===== src/rtl/pipeline_pkg.sv =====
// Shared pipeline types and constants for the five-stage core.
// Imported by fetch_stage and the inter-stage registers.
package pipeline_pkg;

    localparam logic [31:0] NOP_INST = 32'h0000_0013;
    localparam logic [31:0] RESET_PC = 32'h0100_0000;

    typedef enum logic [1:0] {
        IDLE,
        REQ,
        WAIT,
        HOLD
    } fetch_state_t;

    typedef struct packed {
        logic        valid;
        logic [31:0] pc;
        logic [31:0] inst;
    } if_id_t;

endpackage


===== src/rtl/if_id_reg.sv =====
// Inter-stage pipeline register with flush > stall > load > bubble priority.
// Reused for later stage boundaries.
module if_id_reg
    import pipeline_pkg::*;
#(
    parameter logic [31:0] NOP = NOP_INST
) (
    input  logic   clock,
    input  logic   reset,
    input  logic   flush,
    input  logic   stall,
    input  logic   load,
    input  if_id_t d,
    output if_id_t q
);

    always_ff @(posedge clock or negedge reset) begin
        if (!reset) begin
            q.valid <= 1'b0;
            q.pc    <= 32'h0;
            q.inst  <= NOP;
        end else if (flush) begin
            q.valid <= 1'b0;
            q.inst  <= NOP;
        end else if (stall) begin
            q <= q;
        end else if (load) begin
            q <= d;
        end else begin
            q.valid <= 1'b0;
            q.inst  <= NOP;
        end
    end

endmodule


===== src/rtl/fetch_stage.sv =====
// Instruction fetch with single-outstanding imem requests and IF/ID register.
// FETCH_PERF_EN adds perf_fetched / perf_killed counters.
module fetch_stage
    import pipeline_pkg::*;
#(
    parameter logic [31:0] RESET_PC_P = RESET_PC,
    parameter logic [31:0] NOP_INST_P = NOP_INST
) (
    input  logic        clock,
    input  logic        reset,
    output logic        imem_req_valid,
    input  logic        imem_req_ready,
    output logic [31:0] imem_req_addr,
    input  logic        imem_rsp_valid,
    input  logic [31:0] imem_rsp_data,
    input  logic        redirect_valid,
    input  logic [31:0] redirect_pc,
    input  logic        id_stall,
    output logic        id_valid,
    output logic [31:0] id_pc,
    output logic [31:0] id_inst
`ifdef FETCH_PERF_EN
    ,
    output logic [31:0] perf_fetched,
    output logic [31:0] perf_killed
`endif
);

    fetch_state_t state, state_n;
    logic [31:0]  pc, pc_n;
    logic         kill, kill_n;
    logic [31:0]  hold_inst, hold_n;
    logic         load;
    logic [31:0]  target;
    if_id_t       ld;
    if_id_t       q;

    assign target = {redirect_pc[31:2], 2'b00};

    always_ff @(posedge clock or negedge reset) begin
        if (!reset) begin
            state     <= IDLE;
            pc        <= RESET_PC_P;
            kill      <= 1'b0;
            hold_inst <= 32'h0;
        end else begin
            state     <= state_n;
            pc        <= pc_n;
            kill      <= kill_n;
            hold_inst <= hold_n;
        end
    end

    always_comb begin
        state_n  = state;
        pc_n     = pc;
        kill_n   = kill;
        hold_n   = hold_inst;
        load     = 1'b0;
        ld.valid = 1'b1;
        ld.pc    = pc;
        ld.inst  = imem_rsp_data;
        unique case (state)
            IDLE: state_n = REQ;
            REQ: begin
                if (imem_req_ready) state_n = WAIT;
                if (redirect_valid) begin
                    pc_n = target;
                    if (imem_req_ready) kill_n = 1'b1;
                end
            end
            WAIT: begin
                if (redirect_valid) begin
                    pc_n = target;
                    if (imem_rsp_valid) begin
                        kill_n  = 1'b0;
                        state_n = REQ;
                    end else begin
                        kill_n = 1'b1;
                    end
                end else if (imem_rsp_valid) begin
                    if (kill) begin
                        kill_n  = 1'b0;
                        state_n = REQ;
                    end else if (!id_stall) begin
                        load    = 1'b1;
                        pc_n    = pc + 32'd4;
                        state_n = REQ;
                    end else begin
                        hold_n  = imem_rsp_data;
                        state_n = HOLD;
                    end
                end
            end
            HOLD: begin
                ld.inst = hold_inst;
                if (redirect_valid) begin
                    pc_n    = target;
                    state_n = REQ;
                end else if (!id_stall) begin
                    load    = 1'b1;
                    pc_n    = pc + 32'd4;
                    state_n = REQ;
                end
            end
        endcase
    end

    if_id_reg #(.NOP(NOP_INST_P)) u_if_id (
        .clock (clock),
        .reset (reset),
        .flush (redirect_valid),
        .stall (id_stall),
        .load  (load),
        .d     (ld),
        .q     (q)
    );

    assign imem_req_valid = (state == REQ);
    assign imem_req_addr  = pc;
    assign id_valid       = q.valid;
    assign id_pc          = q.pc;
    assign id_inst        = q.inst;

`ifdef FETCH_PERF_EN
    logic kill_evt;

    // A response dropped in WAIT or a held instruction discarded in HOLD.
    assign kill_evt = (state == WAIT && imem_rsp_valid
                       && (kill || redirect_valid))
                    || (state == HOLD && redirect_valid);

    always_ff @(posedge clock or negedge reset) begin
        if (!reset) begin
            perf_fetched <= 32'h0;
            perf_killed  <= 32'h0;
        end else begin
            if (load && !redirect_valid)
                perf_fetched <= perf_fetched + 32'd1;
            if (kill_evt)
                perf_killed <= perf_killed + 32'd1;
        end
    end
`endif

endmodule


===== config.mk =====
export PLATFORM = sky130hd
export DESIGN_NAME = fetch_stage
export DESIGN_NICKNAME = d
export VERILOG_FILES = /design/src/rtl/pipeline_pkg.sv /design/src/rtl/if_id_reg.sv /design/src/rtl/fetch_stage.sv
export SDC_FILE = /design/constraint.sdc
export NUM_CORES = 1
export LEC_CHECK = 0
export ABC_AREA = 1
export CORE_MARGIN = 3
export CORE_UTILIZATION = 45
export CTS_CLUSTER_SIZE = 28
export DETAILED_ROUTE_END_ITERATION = 10
export MAX_ROUTING_LAYER = met4
export PLACE_DENSITY = 0.75
export SYNTH_ARGS = -nofsm -noshare
export SYNTH_HDL_FRONTEND = slang
export SYNTH_SLANG_ARGS = --single-unit

===== constraint.sdc =====
create_clock -name clock -period 1.8 [get_ports clock]
set_input_delay 0.27 -clock clock [delete_from_list [all_inputs] [get_ports clock]]
set_output_delay 0.27 -clock clock [all_outputs]
set_load 0.01 [all_outputs]

==> parameters.txt <==
Parameter                              Value

Detailed routing
  Ratio of routed vias to standard cells    about 5.1
  Number of detailed-routing iterations run before antenna repair    5
  Routed wire per std cell    between 15 and 20 um
  First-iteration detailed-routing DRC count    between 400 and 500
  Number of design rule violations left after detail routing    0
  Vias after detailed routing    5922
  Residual antenna-violating net count after detailed routing    0
  Wire length after detailed routing    between 15 and 20 mm

Placed design
  Count of buffers from port buffering    approximately 160
  Placed Cells incl. Taps    about 1100
  Cell area reported after detailed placement    around 8400 um^2
  Final Wtd Congestion    0.908
  Pre-CTS setup slack    -0.00698 ns
  Post-detail-place hpwl    ~13 mm

Synth
  Count of yosys warnings during synthesis    0
  Number of enable-type register cells in the synthesized netlist    0
  Number of synthesized register bits    approximately 130
  Netlist area before placement    ~6400 um^2
  Top area cells in the synthesized netlist    sky130_fd_sc_hd__dfrtp_1 49%, sky130_fd_sc_hd__nand2_1 13%, sky130_fd_sc_hd__nor2_1 9.3%
  Post-synth top area share    0.486
  Sequential-to-total area share from yosys stat    0.502
  Post-synthesis cell type with the largest combined area    sky130_fd_sc_hd__dfrtp_1
  Synth async-reset ratio    1.00
  Dominant cell by count in the synthesized netlist    sky130_fd_sc_hd__nand2_1
  Avg Cell Area, Syn    around 8 um^2
  Unique masters post-synth    33
  Number of instances in the synthesized netlist    about 800
  Top cell types by occurrence after synthesis    229 x sky130_fd_sc_hd__nand2_1, 159 x sky130_fd_sc_hd__nor2_1, 124 x sky130_fd_sc_hd__dfrtp_1
  Top_reg_cell synth    sky130_fd_sc_hd__dfrtp_1

Die
  Total core area    around 14000 um^2
  Die width    about 130 um
  Ports    about 170
  Total die area    between 15000 and 20000 um^2
  Starting density of the core    0.471
  Die boundary height    between 100 and 150 um
  Total number of placement rows    42

STA
  Final-layout setup total negative slack    0 ns
  Fmax    0.566 GHz
  Period minus WS final    1.77 ns
  Max Clock Skew    between 0.01 and 0.015 ns
  Count of pins over their slew limit    0
  Tcrit/Tclk final    0.981
  Final hold violation count    0
  Total setup violations reported at the end of the flow    0
  Smallest setup slack after layout    ~0.034 ns

Clock tree
  Clk slew on worst S/H paths    about 0.06 ns
  Clk buf depth    2
  Maximum level of the CTS H-tree    4
  Clock tree from TritonCTS    done
  Clock tree root driver cell    sky130_fd_sc_hd__clkbuf_16
  Total CTS buffers    17
  Clock sink count    roughly 130
  Later-pin clock latency in the skew report    0.42 ns

Critical path
  Worst EP required    between 1.5 and 2 ns
  Cell class contributing the biggest share of worst-path delay    buffers and inverters
  Critical Path Sink Type    primary output
  WP data arrival    approximately 1.5 ns
  Number of buffers and inverters on the critical path    1
  Worst Path Max Fanout    2
  Element type at the critical path start    flop
  List of cells traversed by the critical path    clkdlybuf4s50_1
  Register-to-Register Path Depth    9
  Path length in cells of the critical path    1
  Startpoint-to-endpoint class of the critical path    reg2out
  Slowest stage cell on the critical path    sky130_fd_sc_hd__clkdlybuf4s50_1
  Critical path's largest stage delay    0.56 ns

Power and ir drop
  Switching power share of the total    0.375
  Register share of total power    0.343
  Pleak    4.21 nW
  Clock network fraction of total power    0.251
  Comb power frac    0.407
  Peak ir drop on the vdd network    794 uV
  Power Dens Cells    1500 nW/um^2
  Power dissipated by switching net loads    between 5 and 6 mW
  Internal power summed over all cells    around 8.4 mW

Cells and area
  Count of inserted antenna diode cells    0
  Fin area    around 9000 um^2
  Total Nets Final    ~1000
  Cell Count, Final, Fillers Out    1161
  Utilization after layout    0.664
  Fraction of layout cells with a size suffix above 1    0.117
  Synth-to-layout area growth    40.9%

GRT
  Total congestion overflow after global routing    0
  Overall routing resource usage    0.235
  Largest net degree at the start of global routing    between 40 and 50
  First-pass GRT wire length    approximately 29 mm
  Initial antenna violation count    0
  Via count of the first global-routing pass    roughly 5500

Worst hold path
  Type of the tightest min-delay check    in2async

Outcome
  Status    completed

Flow run
  Max-cap violation count    0
-- per-layer routing --
layer  share of wire  track usage
met5               0            -
met4           0.020       0.0702
met3           0.064       0.0495
met2            0.46        0.347
met1            0.45        0.328
-- repair_timing --
item,CTS,global route
gates resized for setup,2,11
endpoints found under the hold margin,14,0
setup buffers,0,1
hold buffers,1,0
pin swaps,0,1
gates cloned,0,1
setup endpoints to repair,2,14
-- layout by cell type, fill, tap and decap left out, types with 16 or more instances in the layout --
cell,netlist,final
sky130_fd_sc_hd__inv_1,46,45
sky130_fd_sc_hd__dfrtp_1,124,121
sky130_fd_sc_hd__buf_4,7,16
sky130_fd_sc_hd__nand3_1,36,36
sky130_fd_sc_hd__o21ai_0,63,63
sky130_fd_sc_hd__clkdlybuf4s50_1,0,156
sky130_fd_sc_hd__nor2_1,159,158
sky130_fd_sc_hd__clkbuf_16,0,18
sky130_fd_sc_hd__o31ai_1,30,30
sky130_fd_sc_hd__mux2_2,28,28
sky130_fd_sc_hd__nand2_1,229,227
-- power groups by stage --
stage | registers, mW | clock network, mW | logic (mW)
6_report | 4.62 | 3.38 | 5.48
2_1_floorplan | 4.77 | 0 | 2.45
3_5_place_dp | 4.63 | 0 | 5.33
5_1_grt | 4.73 | 3.57 | 6.05
3_3_place_gp | 4.62 | 0 | 5.23
4_1_cts | 4.61 | 3.42 | 5.34
-- worst paths after layout --
| check | startpoint | end | slack [ns] |
|---|---|---|---|
| max | u_if_id.q[0]$_DFFE_PN1P_ | id_inst[0] | 0.03 |
| min | reset | hold_inst[25]$_DFFE_PN0P_ | 0.28 |
| max reg2reg | imem_req_addr[8]$_DFFE_PN0P_ | imem_req_addr[27]$_DFFE_PN0P_ | 0.14 |
| min reg2reg | u_if_id.q[12]$_DFFE_PN0P_ | u_if_id.q[12]$_DFFE_PN0P_ | 0.48 |
| max in group asynchronous | reset | u_if_id.q[4]$_DFFE_PN1P_ | 0.96 |
| min in group clock | redirect_pc[3] | imem_req_addr[3]$_DFFE_PN0P_ | 0.46 |
-- flip-flops by register name, indices dropped and copies added (netlist names) --
signal and count:
kill 1, u_if_id.q 63, state 2, hold_inst 32
imem_req_addr 30
-- layout make-up --
cell class	count	area [um^2]
Fill cell	1162	4560
Timing Repair Buffer	189	1980
Sequential cell	128	3210
Clock buffer	19	443
Clock inverter	13	138
Multi-Input combinational cell	585	2820
Tap cell	176	220
Inverter	51	191
-- cells by family after synthesis --
logic type | synth area share
AOI/OAI and AO/OA | 0.0960
xor gates and xnor gates | 0.00411
adders and majority gates | 0.00979
buffers and inverters | 0.0623
DFF | 0.502
muxes | 0.0511
other | 0.000587
and+or+nand+nor | 0.274
-- per-stage QoR --
| step | hold WS (ns) | power [mW] |
|---|---|---|
| CTS | 0.252 | 13.4 |
| global route | 0.292 | 14.3 |
| finish | 0.278 | 13.5 |
| detailed placement | 0.157 | 9.95 |
| floorplan | -0.0256 | 7.21 |
| global placement | 0.161 | 9.85 |
Note: power is estimated with default switching activity, not from simulation.
